## config.mk

```make
export PLATFORM = sky130hd
export DESIGN_NAME = seg7_scan_driver
export DESIGN_NICKNAME = d
export VERILOG_FILES = /design/src/rtl/seg7_scan_driver.sv
export SDC_FILE = /design/constraint.sdc
export NUM_CORES = 1
export LEC_CHECK = 0
export CORE_MARGIN = 10
export CORE_UTILIZATION = 53
export DETAILED_ROUTE_END_ITERATION = 10
export PLACE_DENSITY = 0.79
export SLEW_MARGIN = 40
export SYNTH_ARGS = -nofsm -noshare
export SYNTH_HDL_FRONTEND = slang
export SYNTH_SLANG_ARGS = --single-unit
```

## constraint.sdc

```tcl
create_clock -name clk -period 2.8 [get_ports clk]
set_clock_uncertainty 0.2 [all_clocks]
set_input_delay 0.56 -clock clk [delete_from_list [all_inputs] [get_ports clk]]
set_output_delay 0.56 -clock clk [all_outputs]
set_load 0.1 [all_outputs]
```

## src/rtl/seg7_scan_driver.sv

```systemverilog
// ============================================================================
//  Module      : seg7_scan_driver
//  Description : Time-multiplexed N-digit seven-segment display driver.
//                A packed hex word, the decimal-point requests and the
//                per-digit enables are captured into shadow registers on
//                'load'. Digits are then scanned one per refresh slot. Each
//                slot begins with anti-ghost blanking, during which every
//                anode is inactive.
//
//  Ports       : clk       - system clock
//                rst_n     - asynchronous active-low reset
//                value     - packed hex digits, digit k = value[4k+3:4k]
//                dp_in     - decimal point request per digit (1 = lit)
//                digit_en  - per-digit enable (0 = digit blank)
//                load      - one-cycle strobe that captures the three inputs above
//                segs      - segments a..g, active low, segs[0] = a
//                dp        - decimal point, active low
//                an        - digit enables, polarity set by AN_ACTIVE_LOW
//                scan_idx  - index of the digit currently being scanned
//
//  Options     : SEG7_LEADING_ZERO_BLANK_EN - when defined, leading zero
//                digits are suppressed. Digit 0 is never suppressed.
//
//  Revision    : 1.0 - initial release
// ============================================================================
`default_nettype none

module seg7_scan_driver #(
    parameter int NUM_DIGITS    = 4,
    parameter int SCAN_DIV      = 50000,
    parameter int BLANK_CYCLES  = 4,
    parameter int AN_ACTIVE_LOW = 1,
    // Derived widths; these are not intended to be overridden.
    parameter int IDX_W         = (NUM_DIGITS > 1) ? $clog2(NUM_DIGITS) : 1
) (
    input  logic                    clk,
    input  logic                    rst_n,
    input  logic [4*NUM_DIGITS-1:0] value,
    input  logic [NUM_DIGITS-1:0]   dp_in,
    input  logic [NUM_DIGITS-1:0]   digit_en,
    input  logic                    load,
    output logic [0:6]              segs,
    output logic                    dp,
    output logic [NUM_DIGITS-1:0]   an,
    output logic [IDX_W-1:0]        scan_idx
);

    localparam int PRESC_W = (SCAN_DIV > 1) ? $clog2(SCAN_DIV) : 1;

    localparam logic [PRESC_W-1:0]    C_PRESC_LAST = PRESC_W'(SCAN_DIV - 1);
    localparam logic [PRESC_W-1:0]    C_BLANK_END  = PRESC_W'(BLANK_CYCLES);
    localparam logic [IDX_W-1:0]      C_IDX_LAST   = IDX_W'(NUM_DIGITS - 1);
    localparam logic [NUM_DIGITS-1:0] C_AN_OFF     = (AN_ACTIVE_LOW != 0) ?
                                                     {NUM_DIGITS{1'b1}} :
                                                     {NUM_DIGITS{1'b0}};

    // ------------------------------------------------------------------
    // Shadow registers. The display reads only these registers, so a
    // change on the inputs can never tear a frame.
    // ------------------------------------------------------------------
    logic [4*NUM_DIGITS-1:0] r_value;
    logic [NUM_DIGITS-1:0]   r_dp_req;
    logic [NUM_DIGITS-1:0]   r_en;

    always_ff @(posedge clk or negedge rst_n) begin
        if (!rst_n) begin
            r_value  <= '0;
            r_dp_req <= '0;
            r_en     <= '0;
        end else if (load) begin
            r_value  <= value;
            r_dp_req <= dp_in;
            r_en     <= digit_en;
        end
    end

    // ------------------------------------------------------------------
    // Slot prescaler and scan index
    // ------------------------------------------------------------------
    logic [PRESC_W-1:0] r_presc;
    logic [IDX_W-1:0]   r_scan_idx;

    always_ff @(posedge clk or negedge rst_n) begin
        if (!rst_n) begin
            r_presc    <= '0;
            r_scan_idx <= '0;
        end else if (r_presc == C_PRESC_LAST) begin
            r_presc <= '0;
            // With a single digit, C_IDX_LAST is 0, so the index stays at 0.
            if (r_scan_idx == C_IDX_LAST) begin
                r_scan_idx <= '0;
            end else begin
                r_scan_idx <= r_scan_idx + IDX_W'(1);
            end
        end else begin
            r_presc <= r_presc + PRESC_W'(1);
        end
    end

    assign scan_idx = r_scan_idx;

    // ------------------------------------------------------------------
    // Leading-zero detection: digit k is suppressed when it and every
    // higher digit are zero. Digit 0 is never suppressed.
    // ------------------------------------------------------------------
    logic [NUM_DIGITS-1:0] w_lz;

`ifdef SEG7_LEADING_ZERO_BLANK_EN
    assign w_lz[0] = 1'b0;
    for (genvar k = 1; k < NUM_DIGITS; k++) begin : g_lz
        assign w_lz[k] = (r_value[4*NUM_DIGITS-1:4*k] == '0);
    end
`else
    assign w_lz = '0;
`endif

    // ------------------------------------------------------------------
    // Select the attributes of the digit currently being scanned
    // ------------------------------------------------------------------
    logic [3:0]            w_nib;
    logic                  w_cur_dp;
    logic                  w_cur_en;
    logic                  w_cur_lz;
    logic [NUM_DIGITS-1:0] w_onehot;

    always_comb begin
        w_nib    = '0;
        w_cur_dp = 1'b0;
        w_cur_en = 1'b0;
        w_cur_lz = 1'b0;
        w_onehot = '0;
        for (int k = 0; k < NUM_DIGITS; k++) begin
            if (r_scan_idx == IDX_W'(k)) begin
                w_nib       = r_value[4*k +: 4];
                w_cur_dp    = r_dp_req[k];
                w_cur_en    = r_en[k];
                w_cur_lz    = w_lz[k];
                w_onehot[k] = 1'b1;
            end
        end
    end

    // Hex-to-segment decoder. Bit 6 is segment a and bit 0 is segment g.
    // Each bit is 1 for a lit segment.
    logic [6:0] w_code;

    always_comb begin
        w_code = 7'h00;
        case (w_nib)
            4'h0:    w_code = 7'h7e;
            4'h1:    w_code = 7'h30;
            4'h2:    w_code = 7'h6d;
            4'h3:    w_code = 7'h79;
            4'h4:    w_code = 7'h33;
            4'h5:    w_code = 7'h5b;
            4'h6:    w_code = 7'h5f;
            4'h7:    w_code = 7'h70;
            4'h8:    w_code = 7'h7f;
            4'h9:    w_code = 7'h7b;
            4'ha:    w_code = 7'h77;
            4'hb:    w_code = 7'h1f;
            4'hc:    w_code = 7'h4e;
            4'hd:    w_code = 7'h3d;
            4'he:    w_code = 7'h4f;
            default: w_code = 7'h47;
        endcase
    end

    logic                  w_blank;
    logic [NUM_DIGITS-1:0] w_an_on;

    assign w_blank = (r_presc < C_BLANK_END);
    assign w_an_on = (AN_ACTIVE_LOW != 0) ? ~w_onehot : w_onehot;

    // ------------------------------------------------------------------
    // Registered outputs. Segments, dp and anodes all come from the same
    // state, so they change together. Each slot opens with a blank
    // period, so a load that lands on a slot boundary is never visible
    // while an anode is on.
    // ------------------------------------------------------------------
    logic [6:0]            r_segs;
    logic                  r_dp;
    logic [NUM_DIGITS-1:0] r_an;

    always_ff @(posedge clk or negedge rst_n) begin
        if (!rst_n) begin
            r_segs <= 7'h7f;
            r_dp   <= 1'b1;
            r_an   <= C_AN_OFF;
        end else if (!w_cur_en) begin
            r_segs <= 7'h7f;
            r_dp   <= 1'b1;
            r_an   <= C_AN_OFF;
        end else if (w_cur_lz) begin
            // A suppressed digit can still show its decimal point. In that
            // case the anode must be driven for the decimal point to light.
            r_segs <= 7'h7f;
            r_dp   <= ~w_cur_dp;
            r_an   <= (w_cur_dp && !w_blank) ? w_an_on : C_AN_OFF;
        end else begin
            r_segs <= ~w_code;
            r_dp   <= ~w_cur_dp;
            r_an   <= w_blank ? C_AN_OFF : w_an_on;
        end
    end

    // segs is declared [0:6], so segs[0] takes the MSB of r_segs (segment a).
    assign segs = r_segs;
    assign dp   = r_dp;
    assign an   = r_an;

endmodule

`default_nettype wire

```

### Yosys cells after proc, flatten, opt, wreduce, memory -nomap -nowiden

Memory sizes are Yosys's and may differ from the RTL's.
Cells that the tools add are included.

| storage, ports and cells | value |
|---|---|
| register bits after elaboration | 54 |
| memories kept | 1 |
| memory bits (read-only) | 112 |
| output and inout port bits | 14 |
| logic and storage cells | 42 |

Memories:

| name | depth | width | read ports | clocked after Yosys merged registers in | wr ports | RTL line | RTL |
|---|---|---|---|---|---|---|---|
| (name not given) | 16 | 7 | 1 | 0 | 0 | 149 | `case (w_nib)` |

| operators by class | value |
|---|---|
| equal/unequal tests | 4 |
| mux-type cells | 22 |
| bitwise gates (word level) | 3 |
| magnitude comparators | 1 |
| $add $sub $neg | 2 |
| reduce and logical (&&, ||, !) cells | 1 |

Operator list:

| cell | count |
|---|---|
| 4-bit two-way mux | 6 |
| 16-bit by 1-bit adder with 16-bit output (second input constant) | 1 |
| 16-bit equality test (second input constant) | 1 |
| 16-bit by 3-bit < comparator with 1-bit output (second input constant) | 1 |
| 16-bit two-way mux | 1 |
| 1-bit two-way mux | 13 |
| 7-bit two-way mux | 1 |
| 7-bit inverter | 1 |
| 2-bit equality test (second input constant) | 2 |
| 4-bit inverter | 1 |
| 2-bit by 1-bit adder with 2-bit output (second input constant) | 1 |
| 2-bit by 1-bit equality test with 1-bit output (second input constant) | 1 |
| 2-bit zero test | 1 |
| 2-bit two-way mux | 1 |
| 1-bit inverter | 1 |

### Depth between registers and ports, before layout

Gate-level depths: netlist of the first run.
An unclocked memory read counts as a cell.

| depth | value |
|---|---|
| word-level depth | 8 |
| mapped depth | 11 |
| depth with buffers taken out | 10 |

### Least setup slack after synthesis of the first run

OpenSTA, ideal clock, no wires.

| timing | value |
|---|---|
| path type | register -> register |
| start | register r_scan_idx[1], in the netlist scan_idx[1] |
| end | register r_segs[3], in the netlist segs[3] |
| setup slack | -291 ps |
| cell stages (with the launch flop) | 12 |
| period minus slack after synthesis | 3091 ps |
| setup time | 78 ps |
| data arrival time | 2812 ps |
| path through | dfrtp_1 inv_1 ha_1 buf_4 and2b_1 a22oi_1 a21oi_2 inv_1 ha_1 nand2_1 and4_1 a41oi_2 |

| between the ends | value |
|---|---|
| word-level cells in the longest chain between the ends | 8 |
| elaborated cells between the ends (all ways) | 15 |
| those cells by class | 3 x eq/ne; 9 x mux; 1 x bitwise; 1 x reduce/logical; 1 x memory |

RTL lines:

| what | RTL line | RTL |
|---|---|---|
| from (decl) | 81 | `logic [IDX_W-1:0] r_scan_idx;` |
| from (signal assigned) | 93 | `r_scan_idx <= r_scan_idx + IDX_W'(1);` |
| 2-bit zero test | 133 | `if (r_scan_idx == IDX_W'(k)) begin` |
| 4-bit two-way mux (4 in series) | 133 |  |
| memory 16 x 7 bit | -- |  |
| 7-bit inverter | 201 | `r_segs <= ~w_code;` |
| 7-bit two-way mux (*) | 190 | `end else if (!w_cur_en) begin` |
| to (signal assigned) | 201 |  |
| to (decl) | 181 | `logic [6:0] r_segs;` |

Mark *: on every way between the ends. The rest lies on a longest branch, timed or not.
A chain may end at the register's enable or synchronous reset.

### Worst setup path after layout of the first run

| timing | value |
|---|---|
| start | register r_scan_idx[0], in the netlist scan_idx[0] |
| end | register r_segs[3], in the netlist segs[3] |

Same word-level chain as after synthesis.

==> results of run 1 <==
## cell usage in the layout, fill, tap and decap left out, types with 2 or more instances in the layout
master           instances
nor2_1                  11
dfrtp_1                 40
clkbuf_8                 6
nand2_1                 18
nor2b_4                  2
clkdlybuf4s50_1         25
mux2_2                  24
mux2i_1                  4
inv_1                    5
and3_1                   4
o221ai_1                 5
o21ai_1                  2
nand4_1                  3
and4_1                   2
o22ai_1                  4
and2_1                   2
inv_2                    2
dfrtp_2                  2
a22oi_1                  2
xor2_1                   6
dfstp_2                 12
nand3_1                  9
nor3_1                   2
nor4_1                   2
xnor2_1                  7
a21oi_1                  3
buf_4                   18
a21oi_2                  2
ha_1                    10
nand2b_1                 3
nor2b_1                  3
## sequential cells by signal, summed over array words and instances, names as in the netlist
signal / flops
an: 4
dp: 1
r_dp_req: 4
segs: 7
r_presc: 16
r_en: 4
r_value: 16
scan_idx: 2
## cell families after synthesis
group           after synthesis  share of synthesized area (%)
compound gates               26                           9.28
simple gates                 69                           15.3
mux                          28                           11.7
buf+inv                      13                           2.37
fa+ha+maj                    11                           5.21
flops                        54                           51.7
xor+xnor                     13                           4.31
## power by group through the flow
stage	clock network (mW)	logic [mW]	registers, mW
final	0.442	0.364	0.882
after global routing	0.488	0.388	0.887
after global placement	0	0.361	0.895
after detailed placement	0	0.367	0.896
after CTS	0.457	0.367	0.882
after floorplan	0	0.117	1.03
## layout make-up
type | instances | area (um^2)
Fill cell | 368 | 1590
Sequential cell | 54 | 1370
Multi-Input combinational cell | 147 | 1220
Timing Repair Buffer | 45 | 410
Clock buffer | 7 | 86.3
Tap cell | 67 | 83.8
Inverter | 7 | 26.3
Clock inverter | 1 | 5.00
## worst max-delay path: cells and delay by family, from the launching register on
family                     cells  cell delay [ns]
DFF                            1             0.44
AOI/OAI and AO/OA              2             0.43
buffers and inverters          2             0.27
adders and majority gates      2             0.68
and+or+nand+nor                3             0.42
## final timing paths
kind / startpoint / end / slack [ns]
max: scan_idx[0] / segs[3] / 0.28
min: rst_n / r_presc[1] / 0.08
max reg2reg: scan_idx[0] / segs[3] / 0.28
min reg2reg: r_presc[0] / r_presc[0] / 0.29
max in group asynchronous: rst_n / segs[1] / 1.69
min in group clk: r_presc[0] / r_presc[0] / 0.29
## timing repair
item | 4_1_cts | 5_1_grt
gates resized for setup | 0 | 2
hold buffers | 0 | 0
setup endpoints to repair | 0 | 5
hold endpoints to repair | 0 | 0
## per-layer routing
metal / up-vias / track usage [%] / wire length, um
met5: - / 0 / 0
met4: 0 / 5.31 / 78
met3: 5 / 3.74 / 290
met2: 45 / 20.0 / 2450
met1: 877 / 16.7 / 2490
li1: 852 / - / -
==> summary.md, run 1 <==
| Metric | Value |
|---|---|
| Fin Hold WS | `0.0756 ns` |
| Clock latency on the worst-skew pair | `0.30 ns` |
| Post-DR wirelength/cell | `16.2 um` |
| Worst-margin pin slew | `0.658 ns` |
| Rows | `25` |
| Comb pwr share | `21.6%` |
| Worst hold path type | `input pin to async pin` |
| Critical path arrival | `2.55 ns` |
| Period utilization | `90.1%` |
| DRT Pass-1 Iters | `4` |
| Critical path data required time | `2.83 ns` |
| Post-synthesis async set-or-reset flop share | `100%` |
| Mean Syn Cell Area | `12.3 um^2` |
| Grt ovf | `0` |
| Switching Power | `0.512 mW` |
| Detailed Route WL | `5300 um` |
| Placed cell count | `320` |
| Netlist cell types | `47` |
| Final Max Slew Viols | `0` |
| Inserted Clock Buffers | `5` |
| Post-synth top area cell | `dfrtp_1` |
| Max-cap violations | `0` |
| Routed Antenna Nets | `0` |
| Fin cells | `328` |
| Post-CTS Setup Inserts | `0` |
| Post-synth top cells | `dfrtp_1 (42), mux2_2 (24), nand2_1 (18)` |
| CP Max Fanout | `8` |
| First-pass GRT wire length | `8850 um` |
| Diodes inserted | `0` |
| Static Leak | `1.37 nW` |
| Post-layout min period | `2.52 ns` |
| Hold Vio Cnt, Final | `0` |
| DR iter-0 viols | `69` |
| Status | `completed` |
| Pwr Density | `527 nW/um^2` |
| Area grow syn2layout | `21.1%` |
| Top cells by area, synth | `dfrtp_1 (40%), dfstp_2 (12%), mux2_2 (10%)` |
| NumNets Final | `298` |
| Routed via count | `1779` |
| Share of cells above drive strength 1 | `31.4%` |
| CTS tree | `yes` |
| Final worst setup slack | `0.278 ns` |
| Cells after synthesis | `214` |
| RSZ-0062 raised after global routing | `false` |
| Setup crit start kind | `flip-flop` |
| Initial antenna violation count | `0` |
| Htree depth | `2` |
| Clock power frac | `26.2%` |
| # port buffers | `40` |
| Internal | `1.18 mW` |
| Final setup viols | `0` |
| Die ar. | `8210 um^2` |
| Maximum root-to-sink buffer count | `2` |
| Final Cell Area | `3200 um^2` |
| Remaining DRCs | `0` |
| Reg clk slew, reported paths | `0.09 ns` |
| Synthesized area | `2640 um^2` |
| RePlAce Congestion | `0.836` |
| Initial Utilization | `55.2%` |
| Largest net degree at the start of global routing | `31` |
| Critical path's slowest cell | `dfrtp_2` |
| Setup tns final | `0 ns` |
| Clock Root Buffer | `clkbuf_8` |
| Seq cells post-synth | `54` |
| IO Pins | `41` |
| Vert. Die Dim | `90.6 um` |
| Placed Area | `3100 um^2` |
| Finished Core Util | `66.8%` |
| Clock sinks | `54` |
| Maximum VDD drop | `0.000287 V` |
| Setup Slack @ Placement | `0.138 ns` |
| Crit-path cells | `inv_1, ha_1, nor2_2, a21oi_2, inv_1, ha_1, nand2_1, and4_1, a41oi_2` |
| R2R depth | `9` |
| Number of synthesis warnings | `0` |
| Tot Pwr | `1.69 mW` |
| Die width | `90.6 um` |
| CP peak stage delay | `0.44 ns` |
| Sequential share of the synthesized area | `51.7%` |
| Core area | `4790 um^2` |
| Post-synth EDFFs | `0` |
| Peak Freq | `397 MHz` |
| Critical path class | `flip-flop to flip-flop` |
| Cell with the most instances after synthesis | `dfrtp_1` |
| Via density | `5.42` |
| Dpl hpwl | `4110 um` |
| Gr usage total | `13.0%` |
| Syn_nets | `252` |
| Vias in the first global route | `1803` |
| Worst setup EP type | `flip-flop` |
| Flop pwr share | `52.2%` |
| Area share of the largest cell type after synthesis | `39.8%` |
| Switching Fraction | `30.4%` |
| Relative slew slack | `56.1%` |
| Top FF cell, synth | `dfrtp_1` |
(Power assumes the default switching activity.)
==> inputs of run 2 (changes only) <==
--- a/config.mk
+++ b/config.mk
@@ -5,6 +5,7 @@
 export SDC_FILE = /design/constraint.sdc
 export NUM_CORES = 1
 export LEC_CHECK = 0
+export CORE_ASPECT_RATIO = 0.5
 export CORE_MARGIN = 10
 export CORE_UTILIZATION = 53
 export DETAILED_ROUTE_END_ITERATION = 10
==> run 2 against run 1 <==
Compared with the run above:
- sequential share of layout area shrank 0.27 points
- sequential power is 0.6% lower
- die area up 2.1%
- count of clock-buffer cells in the layout shrank 1
- register-to-register slack got worse by 0.11 ns
- non-clock buffer count rose by 1
- critical path depth grew 1
- first-iteration DRC count is 12% lower
- largest power group unchanged
==> summary.md, run 2 (synthesis results as in run 1) <==
| Metric | Value |
|---|---|
| Die ar. | `8380 um^2 (+2.1%)` |
| Grt ovf | `0 (unchanged)` |
| Largest delay share family, worst path | `adder cells` |
| Status | `completed` |
| CTS tree | `yes` |
| Hold Vio Cnt, Final | `0 (unchanged)` |
| Dpl hpwl | `3980 um (-3.3%)` |
| Routed Antenna Nets | `0 (unchanged)` |
| IO Pins | `41 (unchanged)` |
| Largest net degree at the start of global routing | `25 (-19%)` |
| Initial Utilization | `54.3% (-0.89 points)` |
| Maximum root-to-sink buffer count | `2 (unchanged)` |
| Setup Slack @ Placement | `0.161 ns (+0.0227 ns)` |
| Pwr Density | `544 nW/um^2 (+3.1%)` |
| DRT Pass-1 Iters | `4 (unchanged)` |
| Critical path data required time | `2.83 ns (about the same)` |
| Routed via count | `1738 (-2.3%)` |
| Core area | `4860 um^2 (+1.6%)` |
| Metal3 WL | `187 um (-36%)` |
| # port buffers | `40 (unchanged)` |
| Detailed Route WL | `5210 um (-1.8%)` |
| Die width | `120 um (+32%)` |
| Critical path's slowest cell | `dfrtp_2` |
| Placed cell count | `323 (+0.94%)` |
| Final worst setup slack | `0.170 ns (-0.109 ns)` |
| Post-DR wirelength/cell | `15.7 um (-3.0%)` |
| Worst-margin pin slew | `0.442 ns (-0.216 ns)` |
| Reg clk slew, reported paths | `0.09 ns (about the same)` |
| Worst setup EP type | `flip-flop` |
| CP Max Fanout | `11 (+3)` |
| Static Leak | `1.37 nW (about the same)` |
| Fillers | `385 (+4.6%)` |
| Wire length on met2 | `2650 um (+8.0%)` |
| CP peak stage delay | `0.44 ns (about the same)` |
| Share of cells above drive strength 1 | `31.3% (-0.12 points)` |
| NumNets Final | `299 (+0.34%)` |
| RePlAce Congestion | `0.832 (-0.43%)` |
| Fin cells | `332 (+1.2%)` |
| Gr usage total | `12.8% (-0.24 points)` |
| Commonest non-fill, non-tap cell in the layout | `dfrtp_1` |
| Htree depth | `2 (unchanged)` |
| Placed Area | `3090 um^2 (-0.28%)` |
| Worst path bufs/invs | `2 (unchanged)` |
| Vias in the first global route | `1849 (+2.6%)` |
| Top routing layer in use | `met4` |
| Post-route met1 wirelength | `2300 um (-7.4%)` |
| Most frequent cells in the layout | `dfrtp_1 (40), clkdlybuf4s50_1 (25), mux2_2 (24), buf_4 (19), nand2_1 (18)` |
| Maximum VDD drop | `0.000286 V (-0.37%)` |
| Period utilization | `93.9% (+3.9 points)` |
| Initial antenna violation count | `0 (unchanged)` |
| Clock latency on the worst-skew pair | `0.31 ns (about the same)` |
| Via density | `5.23 (-3.5%)` |
| Peak Freq | `380 MHz (-4.1%)` |
| Relative slew slack | `70.5% (+14 points)` |
| Setup crit start kind | `flip-flop` |
| Clock Root Buffer | `clkbuf_8` |
| Final Cell Area | `3220 um^2 (+0.63%)` |
| Crit-path cells | `inv_1, ha_1, and2b_1, a22oi_1, a21oi_2, inv_1, ha_1, nand2_1, and4_1, a41oi_2` |
| Final Max Slew Viols | `0 (unchanged)` |
| Final setup viols | `0 (unchanged)` |
| RSZ-0062 raised after global routing | `false` |
| Diodes inserted | `0 (unchanged)` |
| Clock sinks | `54 (unchanged)` |
| Setup tns final | `0 ns (unchanged)` |
| Vert. Die Dim | `69.9 um (-23%)` |
| Critical path arrival | `2.66 ns (+0.11 ns)` |
| Max-cap violations | `0 (unchanged)` |
| DR iter-0 viols | `61 (-12%)` |
| Critical path class | `flip-flop to flip-flop` |
| Worst hold path type | `flip-flop to flip-flop` |
| Post-CTS Setup Inserts | `0 (unchanged)` |
| First-pass GRT wire length | `8870 um (+0.24%)` |
| Remaining DRCs | `0 (unchanged)` |
| Area grow syn2layout | `21.9%` |
| Rows | `18 (-28%)` |
| Inserted Clock Buffers | `5 (unchanged)` |
| Post-layout min period | `2.63 ns (+0.109 ns)` |
[run 2: cell count changes in the layout (fill, tap and decap cells not counted), sizes merged]
| cell | delta |
|---|---|
| bufinv | +1 |
| clkbuf | -1 |
| clkinv | -1 |
| clkinvlp | +1 |
| dlygate4sd3 | +1 |
[run 2: final cells by class]
class | instances | area, um^2 | area share [%]
Clock inverter | 2 | 37.5 | 1.17
Tap cell | 70 | 87.6 | 2.72
Sequential cell | 54 | 1370 | 42.5
Clock buffer | 6 | 72.6 | 2.25
Timing Repair Buffer | 46 | 408 | 12.7
Multi-Input combinational cell | 147 | 1220 | 37.9
Inverter | 7 | 26.3 | 0.816
[run 2: per-stage QoR]
| step | utilization, % | power (mW) | hold WS [ns] |
|---|---|---|---|
| global route | 66.2 | 1.83 | 0.311 |
| detailed placement | 63.6 | 1.26 | 0.268 |
| floorplan | - | 1.15 | 0.0644 |
| finish | 66.2 | 1.75 | 0.271 |
| global placement | 63.6 | 1.25 | 0.263 |
| CTS | 66.0 | 1.76 | 0.282 |
[run 2: final timing paths]
kind | startpoint | to | slack, ns | cells after the start
setup / recovery | scan_idx[1] | segs[3] | 0.17 | 10
hold / removal | r_en[3] | an[3] | 0.27 | 1
setup reg to reg | scan_idx[1] | segs[3] | 0.17 | 10
hold reg to reg | r_en[3] | an[3] | 0.27 | 1
max in group asynchronous | rst_n | segs[3] | 1.21 | 3
min in group asynchronous | rst_n | r_value[9] | 0.53 | 2
[run 2: what timing repair did]
action,in CTS,in global routing
hold endpoints to repair,12,0
endpoints found under the setup margin,0,5
hold buffers,1,0
gates resized for setup,0,2
[run 2: report_power, final]
| group | internal (mW) | switching [mW] | total, mW |
|---|---|---|---|
| registers | 0.846 | 0.0305 | 0.877 |
| clock network | 0.267 | 0.241 | 0.508 |
| logic | 0.129 | 0.238 | 0.367 |
| total | 1.24 | 0.510 | 1.75 |
[run 2: metal layers]
layer  GRT usage [%]  vias up
met5               0        -
met4            4.39        0
met3            2.73        8
met2            22.3       30
met1            15.3      850
li1                -      850
==> inputs of run 3 (changes only) <==
--- a/config.mk
+++ b/config.mk
@@ -9,6 +9,7 @@
 export CORE_MARGIN = 10
 export CORE_UTILIZATION = 53
 export DETAILED_ROUTE_END_ITERATION = 10
+export GPL_ROUTABILITY_DRIVEN = 0
 export PLACE_DENSITY = 0.79
 export SLEW_MARGIN = 40
 export SYNTH_ARGS = -nofsm -noshare
==> results of run 3 <==
No change in the layout: final DEF, timing and power equal those of run 2.
